<file path="src/rtl/bp_fe_ltb_ctrl.sv">
// bp_fe_ltb_ctrl: LTB memory sequencer; clears the table after reset, then arbitrates
// prediction reads against a small FIFO of resolved-branch updates on one memory port.
module bp_fe_ltb_ctrl #(
    parameter int els_p = 64,
    parameter int vaddr_width_p = 39,
    parameter int entry_width_p = 32,
    parameter int wq_els_p = 2,
    localparam int lg_els_lp = $clog2(els_p)
) (
    input  logic                     clk_i,
    input  logic                     reset_li,
    input  logic                     r_v_i,
    input  logic [vaddr_width_p-1:0] r_addr_i,
    output logic                     r_ready_o,
    output logic                     r_hazard_o,
    input  logic                     w_v_i,
    input  logic [vaddr_width_p-1:0] w_addr_i,
    input  logic [entry_width_p-1:0] w_data_i,
    output logic                     w_ready_o,
    output logic                     mem_v_o,
    output logic                     mem_w_o,
    output logic [lg_els_lp-1:0]     mem_addr_o,
    output logic [entry_width_p-1:0] mem_data_o,
    output logic                     init_done_o
);
    localparam int ptr_w_lp = (wq_els_p > 1) ? $clog2(wq_els_p) : 1;
    localparam int cnt_w_lp = $clog2(wq_els_p) + 1;
    localparam logic [lg_els_lp-1:0] last_idx_lp = lg_els_lp'(els_p - 1);
    localparam logic [ptr_w_lp-1:0] last_ptr_lp = ptr_w_lp'(wq_els_p - 1);
    localparam logic [cnt_w_lp-1:0] full_cnt_lp = cnt_w_lp'(wq_els_p);

    typedef enum logic {INIT, RUN} state_e;
    state_e state;
    logic [lg_els_lp-1:0] init_idx, r_idx, w_idx;
    logic [lg_els_lp-1:0] q_idx [wq_els_p];
    logic [entry_width_p-1:0] q_data [wq_els_p];
    logic [wq_els_p-1:0] q_v;
    logic [ptr_w_lp-1:0] rd_ptr, wr_ptr;
    logic [cnt_w_lp-1:0] cnt;
    logic init_s, run, full, empty, drain, rd, enq, hit, unused;

    assign r_idx = r_addr_i[lg_els_lp+1:2];
    assign w_idx = w_addr_i[lg_els_lp+1:2];
    assign unused = ^{r_addr_i[vaddr_width_p-1:lg_els_lp+2], r_addr_i[1:0],
                      w_addr_i[vaddr_width_p-1:lg_els_lp+2], w_addr_i[1:0]};

    // state is forced to INIT by reset, so the sweep outputs are gated to stay silent in reset
    assign init_s = reset_li & (state == INIT);
    assign run = state == RUN;
    assign full = cnt == full_cnt_lp;
    assign empty = cnt == '0;
    assign drain = run & ~empty & (full | ~r_v_i);
    assign rd = run & ~full & r_v_i;
    assign w_ready_o = run & ~full;
    assign enq = w_v_i & w_ready_o;
    assign r_ready_o = rd;
    assign mem_v_o = init_s | drain | rd;
    assign mem_w_o = init_s | drain;
    assign mem_addr_o = init_s ? init_idx : drain ? q_idx[rd_ptr] : rd ? r_idx : '0;
    assign mem_data_o = drain ? q_data[rd_ptr] : '0;

    always_comb begin
        hit = 1'b0;
        for (int i = 0; i < wq_els_p; i++) hit = hit | (q_v[i] & (q_idx[i] == r_idx));
    end

    always_ff @(posedge clk_i)
        if (enq) begin
            q_idx[wr_ptr] <= w_idx;
            q_data[wr_ptr] <= w_data_i;
        end

    always_ff @(posedge clk_i or negedge reset_li)
        if (!reset_li) begin
            state <= INIT;
            init_idx <= '0;
            rd_ptr <= '0;
            wr_ptr <= '0;
            cnt <= '0;
            q_v <= '0;
            r_hazard_o <= 1'b0;
            init_done_o <= 1'b0;
        end else begin
            if (state == INIT) begin
                init_idx <= init_idx + 1'b1;
                if (init_idx == last_idx_lp) begin
                    state <= RUN;
                    init_done_o <= 1'b1;
                end
            end
            if (drain) rd_ptr <= (rd_ptr == last_ptr_lp) ? '0 : rd_ptr + 1'b1;
            if (enq) wr_ptr <= (wr_ptr == last_ptr_lp) ? '0 : wr_ptr + 1'b1;
            for (int i = 0; i < wq_els_p; i++)
                q_v[i] <= (q_v[i] & ~(drain & (rd_ptr == ptr_w_lp'(i)))) | (enq & (wr_ptr == ptr_w_lp'(i)));
            cnt <= cnt + cnt_w_lp'(enq) - cnt_w_lp'(drain);
            r_hazard_o <= rd & hit;
        end
endmodule

</file>
<file path="config.mk">
export PLATFORM = sky130hd
export DESIGN_NAME = bp_fe_ltb_ctrl
export DESIGN_NICKNAME = d
export VERILOG_FILES = /design/src/rtl/bp_fe_ltb_ctrl.sv
export SDC_FILE = /design/constraint.sdc
export NUM_CORES = 1
export LEC_CHECK = 0
export BUFFER_PORTS_ARGS = -buffer_cell sky130_fd_sc_hd__buf_2
export CORE_MARGIN = 2
export CORE_UTILIZATION = 45
export CTS_CLUSTER_DIAMETER = 30
export DETAILED_ROUTE_END_ITERATION = 16
export HOLD_SLACK_MARGIN = 0.06
export MAX_ROUTING_LAYER = met4
export PLACE_DENSITY_LB_ADDON = 0.1
export SKIP_CTS_REPAIR_TIMING = 1
export SYNTH_ARGS = -nofsm -noshare
export SYNTH_HDL_FRONTEND = slang
export SYNTH_SLANG_ARGS = --single-unit
</file>
<file path="constraint.sdc">
create_clock -name clk_i -period 3.2 [get_ports clk_i]
set_clock_uncertainty 0.05 [all_clocks]
set_input_delay 0.32 -clock clk_i [delete_from_list [all_inputs] [get_ports clk_i]]
set_output_delay 0.32 -clock clk_i [all_outputs]
set_load 0.005 [all_outputs]
</file>
* Word-level counts from Yosys, hierarchy flattened
Memory sizes are Yosys's and may differ from the RTL's. Index checks and enable logic that the tools add are counted.
Word-level totals: output and inout port bits 44, memories kept 2, bits in writable memories 76, flip-flop bits (word level) 15, logic and storage cells 60, bits of input ports 114
Cells by class: reduce and logical (&&, ||, !) cells 2, bitwise gates (word level) 29, multiplexer cells 10, equal/unequal tests 4, add/subtract/negate cells 5
Memories:
- q_data | words 2, width 32, rd ports 1, clocked after memory_dff 0, write ports 1, RTL line 36 | logic [entry_width_p-1:0] q_data [wq_els_p];
- q_idx | words 2, width 6, rd ports 3, clocked after memory_dff 0, write ports 1, RTL line 35 | logic [lg_els_lp-1:0] q_idx [wq_els_p];
Operator list (count):
- 32-bit 2-to-1 mux | 1
- 6-bit 2-to-1 mux | 3
- 1-bit AND | 15
- 6-bit equality test | 2
- 1-bit inverter | 8
- 6-bit by 1-bit adder with 6-bit output, second input constant | 1
- 6-bit equality test, second input constant | 1
- 1-bit 2-to-1 mux | 6
- 1-bit OR | 6
- 1-bit adder, second input constant | 2
- 2-bit by 1-bit adder with 2-bit output | 1
- 2-bit equality test, second input constant | 1
- 2-bit logical NOT | 1
- 2-bit AND reduction | 1
- 2-bit by 1-bit subtractor with 2-bit output | 1

* Logic depth before layout (Yosys ltp)
Gate-level depths: netlist of the first run.
depth in word-level cells 8, gate-level depth with buffers 8, mapped depth without buffers 8

* Worst setup path before layout of the first run
No wires, ideal clock.
path type flip-flop to flip-flop, start register cnt[0], end memory q_data[0][0] (enable), setup slack 0.296 ns, arrival 2.421 ns, required time 2.717 ns, cell stages (with the launch flop) 5, period minus slack after synthesis 2.904 ns, path buffers 0, library setup time 0.433 ns, cell sequence dfrtp_1 > nand2b_1 > and2_1 > nand2_1 > nor2_1
On the way: cells in the longest elaborated chain, start to end 6
Ends and longest elaborated chain:
- from (decl) | RTL line 39 | logic [cnt_w_lp-1:0] cnt;
- from (signal assigned) | RTL line 95 | cnt <= cnt + cnt_w_lp'(enq) - cnt_w_lp'(drain);
- 2-bit equality test | RTL line 50 | assign full = cnt == full_cnt_lp;
- 1-bit inverter | RTL line 54 | assign w_ready_o = run & ~full;
- 1-bit AND | RTL line 54
- net w_ready_o | RTL line 19 | output logic w_ready_o,
- 1-bit AND | RTL line 55 | assign enq = w_v_i & w_ready_o;
- 1-bit 2-to-1 mux | RTL line 68 | if (enq) begin
- 1-bit 2-to-1 mux (implied by the code) | RTL line 70 | q_data[wr_ptr] <= w_data_i;
- to (decl) | RTL line 36
The timed path passes the listed nets, and every way through them passes these cells.

* Final worst setup path of the first run
start register rd_ptr, end output port mem_data_o[1]
On the way: cells in the longest elaborated chain, start to end 2
Ends and longest elaborated chain:
- from (decl) | RTL line 38 | logic [ptr_w_lp-1:0] rd_ptr, wr_ptr;
- from (signal assigned) | RTL line 91 | if (drain) rd_ptr <= (rd_ptr == last_ptr_lp) ? '0 : rd_ptr + 1'b1;
- memory 2 x 32 bit
- 32-bit 2-to-1 mux | RTL line 60 | assign mem_data_o = drain ? q_data[rd_ptr] : '0;
- to (decl) | RTL line 23 | output logic [entry_width_p-1:0] mem_data_o,
Every way passes these cells.

==> flow_summary_export.csv, run 1 <==
group,metric,value,unit
worst_setup_path,max_stage_delay,0.76,ns
route,route.detailed.drc,0,
route,first_iter_violations,48,
cts,clk_latency,0.34,ns
route,totalWireLength,6610,µm
yosys,synthTopCellsByArea,"edfxtp_1 (60%), dfrtp_1 (9.9%), mux2i_1 (8.4%)",
worst_setup_path,required,2.83,ns
sta,worst_slew_pin_slew,0.604,ns
route,vias,2236,
finish,fillers,721,
global_route,grt_pass1_vias,2224,
floorplanning,pin_count,158,
cts,cts_tree,"done",
floorplanning,die_area,9190,µm²
worst_setup_path,critPathArrivalTime,2.02,ns
floorplanning,initial_core_util,46.2,%
power_and_ir_drop,p_leak,1.74,nW
cts,clockBufferDepth,2,
cts,cts-root-buf,"clkbuf_8",
yosys,synth_top_cell_area_share,60.1,%
cts,clkSlewWorstSetupHoldPaths,0.09,ns
global_route,grt_max_degree,36,
placed_design,post-place-ws,1.12,ns
sta,hold_ws,0.106,ns
route,wl_per_cell,14.6,µm
finish,layout_common_cells,"buf_2 (91), edfxtp_1 (76), nor2_1 (40)",
finish,fin_nets,460,
sta,drv_slew,0,
worst_setup_path,worstSetupStartpointType,"register",
yosys,ys_types,32,
yosys,synthCells,247,
route,ant_nets,0,
cts,cts_sinks,91,
finish,layout-drive-gt1-share,36.2,%
placed_design,post-dp-hpwl,4330,µm
finish,final-seq-area,2660,µm²
yosys,netlist_area,3800,µm²
finish,layout_commonest_cell,"buf_2",
sta,rsz0062_at_grt,"false",
yosys,synth_seq_cells,91,
floorplanning,rows,33,
sta,setup_slack,0.810,ns
yosys,syn_area_per_cell,15.4,µm²
sta,fin_crit,2.39,ns
finish,finalNonFillerCells,454,
floorplanning,die_x,95.9,µm
floorplanning,die_h,95.9,µm
sta,hold_viol,0,
sta,tns,0,ns
yosys,synth_top_cell_by_area,"edfxtp_1",
route,dr.pass1.iters,4,
yosys,synth_nets,364,
power_and_ir_drop,power,2.09,mW
worst_setup_path,criticalPathCategory,"register to output port",
power_and_ir_drop,vdd_drop_max,0.000284,V
sta,slew_headroom,59.7,%
min_path,hp-class,"primary input to register",
placed_design,io_buffer_count,91,
global_route,grt_usage,15.9,%
floorplanning,coreArea,8220,µm²
run_status,outcome,"completed",
route,via_per_inst,4.93,
worst_setup_path,slowest_stage,"dfrtp_2",
global_route,antenna_found_initial,1,
finish,multiInputGateArea,1060,µm²
global_route,grt-ovfl-total,0,
worst_setup_path,critical_path.cell_chain,"buf_4, mux2i_1, nor2_1, buf_2",
sta,setup_viol,0,
yosys,ys_seq_area_share,69.9,%
global_route,grt_pass1_wl,10500,µm
worst_setup_path,end_kind,"output port",
placed_design,place.gp.congestion,0.742,
placed_design,placedCellCount,436,
cts,numCtsBuffers,9,
power_and_ir_drop,power_density,456,nW/µm²
sta,fin_crit_sh,74.7,%
finish,area_delta_synth_final,20.4,%
sta,timing.fmax,0.418,GHz
worst_setup_path,cp_max_fo,22,
cts,h-tree-depth,3,
yosys,yosysWarnings,0,
run,drv_cap,0,
-- per-stage QoR --
stage | utilization, % | instance area, µm²
3_3_place_gp | 53.2 | 4370
3_5_place_dp | 53.2 | 4370
5_1_grt | 55.7 | 4570
2_1_floorplan | - | 3800
4_1_cts | 55.5 | 4560
6_report | 55.7 | 4570
-- where the power goes --
part	total, mW	leakage [nW]	internal [mW]	switching [mW]
clock network	0.745	0.0885	0.361	0.385
registers	1.28	0.871	1.28	0
logic	0.0602	0.776	0.0307	0.0295
-- sequential cells by signal, indices dropped and copies added (netlist names) --
register	count
init_done_o	1
run	1
q_data	64
wr_ptr	1
cnt	2
q_idx	12
q_v	2
rd_ptr	1
r_hazard_o	1
init_idx	6
-- kinds of logic after synthesis --
family                     after synthesis  share of synthesized area, %
DFF                                     91                          69.9
and+or+nand+nor                         62                          7.28
muxes                                   39                          10.5
xor gates and xnor gates                21                          4.84
AOI/OAI and AO/OA                       17                          3.95
buffers and inverters                   14                          2.50
adders and majority gates                3                         0.988
-- area by class of cell --
cell class	instances	area share, %
Sequential cell	91	58.1
Inverter	3	0.246
Tap cell	105	2.87
Multi-Input combinational cell	142	23.1
Clock inverter	6	1.45
Antenna cell	1	0.0547
Timing Repair Buffer	96	11.4
Clock buffer	10	2.79
-- Yosys cell counts, drive strengths merged --
| cell type | count |
|---|---|
| or2 | 2 |
| nand2b | 4 |
| inv | 3 |
| a21o | 1 |
| nand3 | 1 |
| and2 | 1 |
| xnor2 | 14 |
| dfrtp | 15 |
| mux2i | 32 |
| nor2 | 41 |
| nor4 | 2 |
| edfxtp | 76 |
| buf | 11 |
| xor2 | 7 |
| o22ai | 1 |
| o21a | 1 |
| a22oi | 6 |
| nand2 | 5 |
| a21oi | 6 |
| nand4 | 2 |
| o21bai | 1 |
| mux2 | 7 |
| ha | 3 |
| and3 | 2 |
| o211ai | 1 |
| nand4b | 2 |
-- routing by layer --
metal	vias up	global-route usage (%)	part of all wire (%)
li1	1094	-	-
met1	1080	20.2	45
met2	52	25.1	49
met3	10	3.29	4.2
met4	0	6.79	1.6
met5	-	-	0
-- path summary, 6_finish.rpt --
check                                         from                      end  cells past startpoint  slack [ns]
setup / recovery                rd_ptr$_DFFE_PN0P_            mem_data_o[1]                      4        0.81
hold / removal                        w_data_i[24]  q_data[0][24]$_DFFE_PP_                      1        0.11
setup reg to reg                     run$_DFF_PN0_  q_data[0][16]$_DFFE_PP_                      4        1.15
hold reg to reg            init_done_o$_DFFE_PN0P_  init_done_o$_DFFE_PN0P_                      1        0.43
max in group asynchronous                 reset_li       rd_ptr$_DFFE_PN0P_                      2        2.46
min in group asynchronous                 reset_li  init_idx[2]$_DFFE_PN0N_                      2        0.36
-- critical path: cells and delay by family (launching register included) --
kind | cells | cell delay [ns]
buffers and inverters | 2 | 0.58
DFF | 1 | 0.76
muxes | 1 | 0.26
and+or+nand+nor | 1 | 0.06
(Power assumes the default switching activity.)
==> inputs of run 2 (changes only) <==
- ABC_AREA: unset -> 1
- CORE_UTILIZATION: 45 -> 43
- clock period: 3.2 -> 2 ns (I/O delays scaled with it)
==> run 2 against run 1 <==
Against the previous run:
- die area is 4.1% higher
- worst setup slack worse by 0.77 ns
- total power is 64% higher
- synthesized cell count is 38% higher
- register-to-register slack worse by 0.88 ns
==> flow_summary_export.csv, run 2 <==
group,metric,value,unit
worst_setup_path,cp_max_fo,8,
sta,setup_viol,0,
sta,fin_crit_sh,97.8,%
power_and_ir_drop,vdd_drop_max,0.000350,V
route,first_iter_violations,104,
sta,fin_crit,1.96,ns
finish,fin_area,5160,µm²
worst_setup_path,r2r_start,"cnt[1]$_DFF_PN0_",
global_route,grt-ovfl-total,0,
floorplanning,die_h,97.8,µm
yosys,synth_seq_cells,91,
global_route,grt_pass1_vias,2527,
placed_design,io_buffer_count,91,
floorplanning,die_x,97.8,µm
finish,layout_commonest_cell,"nand2_1",
worst_setup_path,criticalPathCategory,"register to output port",
sta,slew_headroom,76.3,%
route,route.detailed.drc,0,
cts,clockBufferDepth,2,
power_and_ir_drop,clockPowerShare,35.5,%
finish,layout_common_cells,"nand2_1 (144), buf_2 (91), edfxtp_1 (76)",
yosys,async_flop_share,16.5,%
route,totalWireLength,7960,µm
worst_setup_path,startpoint,"cnt[0]$_DFF_PN0_",
sta,worst_slew_pin_slew,0.354,ns
yosys,netlist_area,3780,µm²
finish,layout-drive-gt1-share,28.9,%
min_path,hp-class,"primary input to asynchronous set/reset pin",
route,vias,2775,
yosys,syn_area_per_cell,11.1,µm²
run,drv_cap,0,
sta,drv_slew,0,
placed_design,dpl_cell_area,4450,µm²
power_and_ir_drop,p_int,2.72,mW
finish,fin_nets,608,
cts,cts_sinks,91,
cts,cts-root-buf,"clkbuf_8",
yosys,synthTopCellsByArea,"edfxtp_1 (60%), nand2_1 (15%), dfrtp_1 (9.9%)",
yosys,ys_types,22,
power_and_ir_drop,combPwrFrac,4.5,%
floorplanning,pin_count,158,
worst_setup_path,reg2regPathDepth,8,
yosys,synth_top_cell_area_share,60.3,%
power_and_ir_drop,power_switching_share,20.3,%
route,wl_per_cell,13.2,µm
finish,diodes,0,
worst_setup_path,end_kind,"output port",
floorplanning,initial_core_util,43.8,%
finish,area_delta_synth_final,36.5,%
yosys,synth_edf_count,76,
power_and_ir_drop,p_seq_share,60.0,%
cts,h-tree-depth,3,
cts,clk_latency,0.34,ns
placed_design,post-place-ws,0.255,ns
worst_setup_path,worstSetupStartpointType,"register",
global_route,grt_pass1_wl,12100,µm
route,ant_nets,0,
yosys,synth_flop_cell,"edfxtp_1",
finish,largest_reg_flops,64,
route,via_per_inst,4.60,
worst_setup_path,critPathArrivalTime,1.71,ns
power_and_ir_drop,p_leak,2.35,nW
yosys,yosysMostFrequentCell,"nand2_1",
sta,rsz0062_at_grt,"true",
cts,cts_tree,"done",
placed_design,post-dp-hpwl,5110,µm
cts,numCtsBuffers,9,
yosys,yosysWarnings,0,
power_and_ir_drop,p_sw,0.694,mW
worst_setup_path,worst_r2r_endpoint,"cnt[1]$_DFF_PN0_",
route,dr.pass1.iters,5,
cts,clkSlewWorstSetupHoldPaths,0.09,ns
worst_setup_path,worstSetupEndpoint,"mem_data_o[8]",
placed_design,place.gp.congestion,0.888,
finish,regMostFlops,"q_data",
floorplanning,die_area,9570,µm²
floorplanning,coreArea,8640,µm²
global_route,antenna_found_initial,0,
floorplanning,rows,34,
finish,reg_top3,"q_data (64), q_idx (12), init_idx (6)",
worst_setup_path,r2r_slack,0.27,ns
yosys,ys_top_cells_by_count,"nand2_1 (154), edfxtp_1 (76), inv_1 (30)",
worst_setup_path,required,1.75,ns
power_and_ir_drop,power_density,662,nW/µm²
global_route,grt_usage,16.8,%
sta,timing.fmax,0.511,GHz
sta,hold_viol,0,
yosys,synth_top_cell_by_area,"edfxtp_1",
yosys,synthCells,341,
global_route,grt_max_degree,33,
power_and_ir_drop,power,3.42,mW
yosys,ys_seq_area_share,70.2,%
yosys,synth_nets,458,
sta,setup_slack,0.0438,ns
run_status,outcome,"completed",
[run 2: cell types whose count changed in the layout (fill, tap and decap cells not counted), sizes merged, moves of 5 or more]
| cell | delta |
|---|---|
| a21oi | -5 |
| a22oi | -6 |
| buf | +11 |
| dlygate4sd3 | +38 |
| inv | +30 |
| mux2 | -7 |
| mux2i | -32 |
| nand2 | +150 |
| nand3 | +9 |
| nor2 | -30 |
| o211ai | +5 |
| o21ai | +12 |
| xnor2 | -11 |
[run 2: final cells by class]
type / count / area [µm²]
Tap cell: 108 / 135
Clock buffer: 10 / 128
Clock inverter: 5 / 62.6
Inverter: 32 / 120
Multi-Input combinational cell: 210 / 986
Timing Repair Buffer: 147 / 1070
Fill cell: 759 / 3470
Sequential cell: 91 / 2660
[run 2: how the worst min path moves through the flow]
stage                         from                   end  slack (ns)  cells past startpoint
after floorplan           reset_li      cnt[0]$_DFF_PN0_       -0.15                      0
after global routing      reset_li  r_hazard_o$_DFF_PN0_        0.15                      2
after CTS                 reset_li  r_hazard_o$_DFF_PN0_       -0.41                      1
final                     reset_li  r_hazard_o$_DFF_PN0_        0.14                      2
after detailed placement  reset_li  r_hazard_o$_DFF_PN0_       -0.03                      1
after global placement    reset_li  r_hazard_o$_DFF_PN0_       -0.03                      1
[run 2: worst max-delay path, cell delays in order, from the launching register on]
cell and delay, ns:
dfrtp_1 0.39, inv_2 0.07, nand2_2 0.05, o21ai_2 0.07, nand2_4 0.10, nor2_4 0.14, buf_12 0.14, clkbuf_16 0.15
nand2_1 0.06, nand2_1 0.06, buf_2 0.11
[run 2: power groups by stage]
stage / clock network, mW / registers (mW) / logic [mW]
final: 1.21 / 2.05 / 0.155
after global placement: 0 / 2.09 / 0.0920
after CTS: 1.25 / 2.05 / 0.0971
after global routing: 1.32 / 2.05 / 0.173
after detailed placement: 0 / 2.09 / 0.0969
after floorplan: 0 / 2.10 / 0.0203
[run 2: kinds of logic after synthesis]
family / after synthesis / share of synthesized area (%)
xor+xnor: 9 / 2.08
compound gates: 20 / 3.21
flops: 91 / 70.2
buf+inv: 40 / 4.79
simple gates: 178 / 18.7
fa+ha+maj: 3 / 0.992
[run 2: per-layer routing]
layer	global-route usage [%]	up-vias	part of all wire, %
met4	6.09	0	0.90
li1	-	1409	-
met1	21.5	1298	46
met5	-	-	0
met3	4.08	8	3.7
met2	26.2	60	50
[run 2: stage by stage]
| stage | util (%) | cells | hold slack (ns) | setup TNS [ns] |
|---|---|---|---|---|
| floorplan | - | 341 | -0.146 | -17.78 |
| global placement | 51.5 | 541 | -0.0289 | 0 |
| detailed placement | 51.5 | 541 | -0.0305 | 0 |
| CTS | 53.7 | 556 | -0.414 | -1.24 |
| global route | 59.8 | 603 | 0.152 | -1.03 |
| finish | 59.8 | 603 | 0.140 | 0 |
==> inputs of run 3 (changes only) <==
- CORE_UTILIZATION: 43 -> 42
==> run 3 against run 2 <==
Against the previous run:
- hold slack better by 0.041 ns
- critical path depth did not move
- final cell count grew 0.17%
- clock power down 7%
- cell area increased by 2.1%
- via count is essentially flat
- register-to-register slack hardly changed
- non-clock buffer count is the same
- core utilization up 0.68 points
- fmax is 0.38% higher
- critical endpoint is now mem_data_o[17]
- largest power group unchanged
==> flow_summary_export.csv, run 3 (synthesis gave the netlist of run 2 again) <==
group,metric,value,unit
run_status,outcome,"completed",
power_and_ir_drop,power_density,632,nW/µm²
worst_setup_path,max_stage_delay,0.39,ns
finish,area_delta_synth_final,39.4,%
worst_setup_path,critPathArrivalTime,1.70,ns
global_route,busiest_layer,"met2",
cts,numCtsBuffers,9,
finish,fillers,755,
global_route,grt_pass1_wl,12200,µm
global_route,grt_util_met2,25.7,%
floorplanning,die_h,98.9,µm
cts,clkSlewWorstSetupHoldPaths,0.09,ns
finish,layout_common_cells,"nand2_1 (124), buf_2 (84), edfxtp_1 (76)",
sta,fin_crit_sh,97.4,%
worst_setup_path,criticalPathCategory,"register to output port",
floorplanning,rows,34,
worst_setup_path,reg2regPathDepth,7,
route,first_iter_violations,54,
floorplanning,coreArea,8720,µm²
sta,rsz0062_at_grt,"true",
power_and_ir_drop,p_leak,2.39,nW
worst_setup_path,worst_r2r_endpoint,"cnt[1]$_DFF_PN0_",
cts,cts-root-buf,"clkbuf_8",
route,ant_nets,0,
power_and_ir_drop,p_sw,0.720,mW
global_route,use_met1,20.5,%
placed_design,dpl_cell_area,4430,µm²
global_route,grt_use_met3,5.67,%
floorplanning,pin_count,158,
sta,drv_slew,0,
global_route,grt_max_degree,38,
route,wl_per_cell,13.5,µm
cts,cts_tree,"done",
worst_setup_path,required,1.75,ns
finish,fin_nets,608,
worst_setup_path,r2r_start,"run$_DFF_PN0_",
worst_setup_path,cp_common_cell,"nand2_2",
sta,fin_crit,1.95,ns
sta,setup_slack,0.0513,ns
cts,clk_latency,0.35,ns
worst_setup_path,end_kind,"output port",
sta,slew_headroom,77.7,%
worst_setup_path,worstSetupStartpointType,"register",
worst_setup_path,r2r_slack,0.26,ns
cts,h-tree-depth,3,
route,dr.pass1.iters,4,
sta,timing.fmax,0.513,GHz
finish,final_core_util,60.5,%
power_and_ir_drop,clockPowerShare,33.8,%
finish,largest_reg_flops,64,
placed_design,io_buffer_count,91,
route,vias,2773,
cts,cts_sinks,91,
worst_setup_path,slowest_stage,"dfrtp_1",
sta,worst_slew_pin_slew,0.334,ns
route,totalWireLength,8170,µm
floorplanning,die_x,98.9,µm
worst_setup_path,critical_path.cell_chain,"inv_2, nand2_2, o21ai_2, nand2_4, nor2_4, buf_12, clkbuf_16, nand2_2, nand2_1, buf_2",
finish,fin_area,5280,µm²
placed_design,post-dp-hpwl,5180,µm
global_route,grt_usage,16.5,%
floorplanning,initial_core_util,43.4,%
floorplanning,die_area,9790,µm²
finish,layout_commonest_cell,"nand2_1",
global_route,antenna_found_initial,0,
sta,setup_viol,0,
min_path,hp-class,"primary input to asynchronous set/reset pin",
power_and_ir_drop,p_seq_share,61.5,%
sta,tns,0,ns
power_and_ir_drop,vdd_drop_max,0.000616,V
finish,layout-drive-gt1-share,32.7,%
power_and_ir_drop,p_int,2.61,mW
finish,diodes,0,
finish,reg_top3,"q_data (64), q_idx (12), init_idx (6)",
power_and_ir_drop,combPwrFrac,4.7,%
global_route,grt_pass1_vias,2622,
run,drv_cap,0,
worst_setup_path,cp_max_fo,6,
cts,clockBufferDepth,2,
route,route.detailed.drc,0,
power_and_ir_drop,power_switching_share,21.6,%
global_route,grt-ovfl-total,0,
placed_design,place.gp.congestion,0.838,
placed_design,post-place-ws,0.276,ns
finish,regMostFlops,"q_data",
route,via_per_inst,4.59,
sta,hold_viol,0,
run 3: cell count changes in the layout (fill, tap and decap cells not counted), sizes merged:
cell      before  now
bufinv         1    0
clkinv         1    2
inv           33   35
clkinvlp       2    1
run 3: cell type report:
type,count,area (µm²),share of cell area (%)
inverters,32,120,2.28
well taps,108,135,2.56
multi-input cells,210,1060,20.1
clock buffers,10,128,2.42
clock inverters,6,48.8,0.925
repair buffers,147,1120,21.3
flip-flops and latches,91,2660,50.4
run 3: power by group through the flow:
stage               combinational (mW)  sequential, mW  clock [mW]
finish                           0.157            2.05        1.13
CTS                             0.0977            2.05        1.16
global route                     0.173            2.05        1.23
floorplan                       0.0203            2.10           0
global placement                0.0930            2.09           0
detailed placement              0.0973            2.09           0
run 3: routing by layer:
layer	up-vias	wire, µm
li1	1418	-
met1	1270	3670
met2	72	3900
met3	13	456
met4	0	133
met5	-	0
run 3: worst max-delay path by stage:
stage / depth (start not counted) / end / start
after detailed placement: 9 / cnt[1]$_DFF_PN0_ / cnt[0]$_DFF_PN0_
final: 10 / mem_data_o[17] / cnt[0]$_DFF_PN0_
after floorplan: 5 / q_data[1][0]$_DFFE_PP_ / cnt[1]$_DFF_PN0_
after global routing: 10 / mem_data_o[17] / cnt[0]$_DFF_PN0_
after CTS: 9 / mem_data_o[24] / cnt[0]$_DFF_PN0_
after global placement: 9 / cnt[1]$_DFF_PN0_ / cnt[0]$_DFF_PN0_
run 3: worst max-delay path: cells and delay by family (launching register included):
kind	cells	cell delay, ns
buffers and inverters	4	0.48
AOI/OAI and AO/OA	1	0.07
DFF	1	0.39
and+or+nand+nor	5	0.41
run 3: stage by stage:
stage / hold WS, ns / total power, mW / std cells
6_report: 0.181 / 3.34 / 604
5_1_grt: 0.193 / 3.46 / 604
4_1_cts: -0.371 / 3.31 / 558
3_5_place_dp: 0.0195 / 2.19 / 542
3_3_place_gp: 0.0191 / 2.19 / 542
2_1_floorplan: -0.146 / 2.12 / 341
